File: src/rtl/c1_pkg.sv
// Shared conv1 definitions: loader state encoding and the layer dimensions
// used by the bias loader, the bias buffer and the conv1 datapath.
package c1_pkg;

    localparam int C1_NW      = 6;
    localparam int C1_BIAS_WD = 8;

    typedef enum logic [1:0] {
        IDLE  = 2'd0,
        LOAD  = 2'd1,
        FLUSH = 2'd2
    } c1_ld_state_t;

endpackage

File: src/rtl/c1_bias_loader.sv
// conv1 bias loader: takes NW words from the parameter stream and replays them
// as one-cycle write strobes into the bias buffer, then leaves one strobe-free
// cycle so the buffer write pointer wraps before the next load can start.
//
// state | meaning
// ------+----------------------------------------------------------------
// IDLE  | waiting for i_start; s_ready low, stray s_valid flags overrun
// LOAD  | s_ready high, every handshake becomes a c1_bias_en beat
// FLUSH | one cycle, NW-th beat on the output, no new words accepted
module c1_bias_loader
    import c1_pkg::*;
#(
    parameter int WD = C1_BIAS_WD,
    parameter int NW = C1_NW
) (
    input  logic          i_sclk,
    input  logic          i_rst,
    input  logic          i_start,
    input  logic [WD-1:0] s_data,
    input  logic          s_valid,
    output logic          s_ready,
    output logic [WD-1:0] c1_bias_data,
    output logic          c1_bias_en,
    output logic          o_busy,
    output logic          o_done,
    output logic          o_loaded,
    output logic          o_overrun
);

    localparam int CW = $clog2(NW + 1);

    c1_ld_state_t  state;
    logic [CW-1:0] cnt;

    // FSM with registered outputs; s_ready mirrors the LOAD state so it never
    // depends combinationally on s_valid.
    always_ff @(posedge i_sclk) begin
        if (i_rst) begin
            state        <= IDLE;
            cnt          <= '0;
            s_ready      <= 1'b0;
            c1_bias_data <= '0;
            c1_bias_en   <= 1'b0;
            o_busy       <= 1'b0;
            o_done       <= 1'b0;
            o_loaded     <= 1'b0;
            o_overrun    <= 1'b0;
        end else begin
            c1_bias_en <= 1'b0;
            o_done     <= 1'b0;
            case (state)
                IDLE: begin
                    if (i_start) begin
                        state     <= LOAD;
                        cnt       <= '0;
                        s_ready   <= 1'b1;
                        o_busy    <= 1'b1;
                        o_loaded  <= 1'b0;
                        o_overrun <= 1'b0;
                    end else if (s_valid && !s_ready) begin
                        o_overrun <= 1'b1;
                    end
                end
                LOAD: begin
                    if (s_valid && s_ready) begin
                        c1_bias_data <= s_data;
                        c1_bias_en   <= 1'b1;
                        cnt          <= cnt + 1'b1;
                        if (cnt == CW'(NW - 1)) begin
                            state   <= FLUSH;
                            s_ready <= 1'b0;
                        end
                    end
                end
                FLUSH: begin
                    state    <= IDLE;
                    o_busy   <= 1'b0;
                    o_done   <= 1'b1;
                    o_loaded <= 1'b1;
                end
                default: begin
                    state   <= IDLE;
                    cnt     <= '0;
                    s_ready <= 1'b0;
                    o_busy  <= 1'b0;
                end
            endcase
        end
    end

endmodule

File: config.mk
export PLATFORM = sky130hd
export DESIGN_NAME = c1_bias_loader
export DESIGN_NICKNAME = d
export VERILOG_FILES = /design/src/rtl/c1_pkg.sv /design/src/rtl/c1_bias_loader.sv
export SDC_FILE = /design/constraint.sdc
export NUM_CORES = 1
export LEC_CHECK = 0
export CAP_MARGIN = 5
export CORE_MARGIN = 2
export CORE_UTILIZATION = 46
export CTS_CLUSTER_DIAMETER = 30
export DETAILED_ROUTE_END_ITERATION = 7
export MAX_ROUTING_LAYER = met4
export PLACE_DENSITY = 0.86
export SLEW_MARGIN = 20
export SYNTH_ARGS = -nofsm -noshare
export SYNTH_HDL_FRONTEND = slang
export SYNTH_SLANG_ARGS = --single-unit
export TNS_END_PERCENT = 50
File: constraint.sdc
create_clock -name i_sclk -period 1.64 [get_ports i_sclk]
set_input_delay 0.41 -clock i_sclk [delete_from_list [all_inputs] [get_ports i_sclk]]
set_output_delay 0.41 -clock i_sclk [all_outputs]
set_load 0.005 [all_outputs]
==> metrics.yaml, run 1 <==
skew_ns: 0.00816
drc_errors: 0
place_area_sq_mm: 0.00105
synth_cell_types: 30
slowest_stage: "clkdlybuf4s50_1"
synth_top_cell_area_share_pct: 48.9
syn_area_sq_um: 778
htree_num_levels: 1
worst_slew_pin_slew_ns: 0.411
ys_seq_elements: 19
syn-num-nets: 97
clock_latency_ns: 0.29
antenna_found_initial: 0
post-dp-hpwl_microns: 1220
pin_count: 26
synth_top_cell_by_area: "dfxtp_1"
slew_headroom_pct: 72.5
num_rows: 14
nets: 128
grt_pass1_vias: 597
routed_wl_microns: 1530
syn_area_per_cell_sq_um: 9.38
min_path_type: "flop to flop"
wl_per_cell_microns: 11.9
swShare_pct: 22.9
core_sq_mm: 0.00154
fmax_mhz: 634
p_clk_share_pct: 27.3
status: "finished clean"
p_leak_nw: 0.417
post_cts_buffers: 0
critPathArrivalTime_ns: 1.17
critPathMaxStageDelay_ns: 0.50
path_delay_family: "buffers and inverters"
period_share_pct: 96.2
areaGrowthSynthToFinish_pct: 39.5
gp_congestion: 0.868
power_frac_seq_pct: 59.7
start_util_pct: 50.5
p_int_uw: 632
grt_pass1_wl_microns: 2550
clockBufferDepth: 2
final_cells: 129
clk_pin_slew_ns: 0.10
viasPerCell: 5.14
worstPathMaxFanout: 5
cp_cell_sequence: "clkdlybuf4s50_1"
layout-drive-gt1-share_pct: 17.7
combinationalPowerShare_pct: 13.0
root_buffer: "clkbuf_4"
cp_data_required_time_ns: 1.23
grt_setup_unrepaired: "false"
cp-start-kind: "flop"
critPathBufInv: 1
end_kind: "output port"
finalCriticalPeriod_ns: 1.58
worstSetupPathType: "flop to output port"
die_h_microns: 45.1
final_cell_mix: "clkdlybuf4s50_1 (25), nand2_1 (18), dfxtp_1 (18)"
p_sw_uw: 187
seq_area_frac_synth_pct: 48.9
hold_viol: 0
syn_inst: 83
first_pass_iters: 4
final_util_pct: 70.5
num-fill-cells: 120
cts_hold_buf: 0
cts_buffers: 3
grt_start_max_net_pins: 12
first_iter_violations: 4
grt_use_total_pct: 17.9
setup_viol: 0
gr-total-overflow: 0
dieArea_sq_mm: 0.00204
maxCapViolCount: 0
vias: 663
final_area_sq_mm: 0.00109
ys_warn_count: 0
cts.sinks: 19
diodes: 0
final_common_cell: "clkdlybuf4s50_1"
power_density_mw_per_mm2: 754
ant_nets: 0
slew_viol_final: 0
vdd_drop_max_v: 0.000428
placed_cells: 125
die_x_microns: 45.1
fin_setup_tns_ns: 0
yosys-top-cells-area: "dfxtp_1 (49%), nand2_1 (8.7%), a21oi_1 (5.8%), ha_1 (3.2%), buf_6 (2.9%)"
io_buffers: 25
cts_tree: "yes"
==> area by class of cell <==
class / count / area [sq um] / area share (%)
sequential: 19 / 384 / 35.4
multi-input combinational: 56 / 352 / 32.4
timing repair buffer: 30 / 288 / 26.5
clock buffer: 3 / 22.5 / 2.07
tap: 16 / 20.0 / 1.84
inverter: 4 / 15.0 / 1.38
clock inverter: 1 / 5.00 / 0.461
==> registers in the layout, summed over array words and instances, names as in the netlist <==
| register | cells |
|---|---|
| o_overrun | 1 |
| o_busy | 1 |
| o_done | 1 |
| c1_bias_data | 8 |
| c1_bias_en | 1 |
| s_ready | 1 |
| state | 2 |
| cnt | 3 |
| o_loaded | 1 |
==> synthesized netlist by cell type <==
cell type / n
a211o_1: 1
a211oi_1: 1
a21o_1: 2
a21oi_1: 9
a21oi_2: 1
a31oi_1: 1
and4b_1: 1
buf_2: 1
buf_6: 2
clkbuf_1: 1
dfxtp_1: 19
ha_1: 2
inv_1: 3
inv_2: 1
mux2_2: 1
nand2_1: 18
nand2b_4: 1
nand3_1: 2
nand3_4: 1
nor2_1: 4
nor2_2: 1
nor2b_1: 1
nor2b_2: 1
nor3_1: 2
nor3_2: 1
nor4b_2: 1
o21a_1: 1
o221a_2: 1
o22a_1: 1
o22ai_1: 1
==> through the flow <==
| stage | power [mW] | hold slack, ns | setup WS [ns] |
|---|---|---|---|
| floorplan | 0.546 | 0.453 | 0.494 |
| finish | 0.819 | 0.469 | 0.0624 |
| detailed placement | 0.606 | 0.453 | -0.0420 |
| CTS | 0.830 | 0.471 | 0.0312 |
| global placement | 0.604 | 0.442 | -0.00721 |
| global route | 0.862 | 0.499 | 0.0161 |
==> worst reg2reg max path: cells and delay by family, from the launching register on <==
kind	cells	cell delay, ns
AOI/OAI and AO/OA	1	0.13
DFF	1	0.59
and+or+nand+nor	3	0.51
==> what timing repair did <==
action                                 in CTS  in global routing
resized for setup                           1                  1
endpoints found under the hold margin       0                  0
setup endpoints to repair                   1                  1
pin swaps                                   0                  0
==> path summary, 6_finish.rpt <==
kind	from	endpoint	slack (ns)	cells after the start
hold reg to reg	c1_bias_data[4]	c1_bias_data[4]	0.47	2
setup reg to reg	state[0]	c1_bias_data[3]	0.35	4
setup / recovery	s_ready	s_ready	0.06	1
hold / removal	c1_bias_data[4]	c1_bias_data[4]	0.47	2
==> metal layers <==
| metal | routed length (microns) | vias up | global-route usage [%] |
|---|---|---|---|
| met5 | 0 | - | - |
| met4 | 14 | 0 | 5.29 |
| met3 | 67 | 2 | 6.00 |
| met2 | 796 | 12 | 28.6 |
| met1 | 655 | 309 | 21.3 |
| li1 | - | 340 | - |
==> power by group through the flow <==
stage | Combinational (mW) | Sequential [mW] | Clock (mW)
floorplan | 0.0508 | 0.495 | 0
global placement | 0.105 | 0.499 | 0
detailed placement | 0.107 | 0.499 | 0
CTS | 0.107 | 0.489 | 0.233
global route | 0.116 | 0.492 | 0.254
finish | 0.106 | 0.489 | 0.224
==> kinds of logic after synthesis <==
logic type	Yosys count	synth area share, %
fa+ha+maj	2	3.21
buf+inv	8	5.95
compound gates	19	16.1
flops	19	48.9
simple gates	34	24.4
mux	1	1.45
Note: power is estimated with default switching activity, not from simulation.
==> run 2: changes to the inputs <==
GPL_ROUTABILITY_DRIVEN = 0   (was not set)
==> results of run 2 <==
Same layout as run 1: the final DEF is identical, and so are final timing and power.
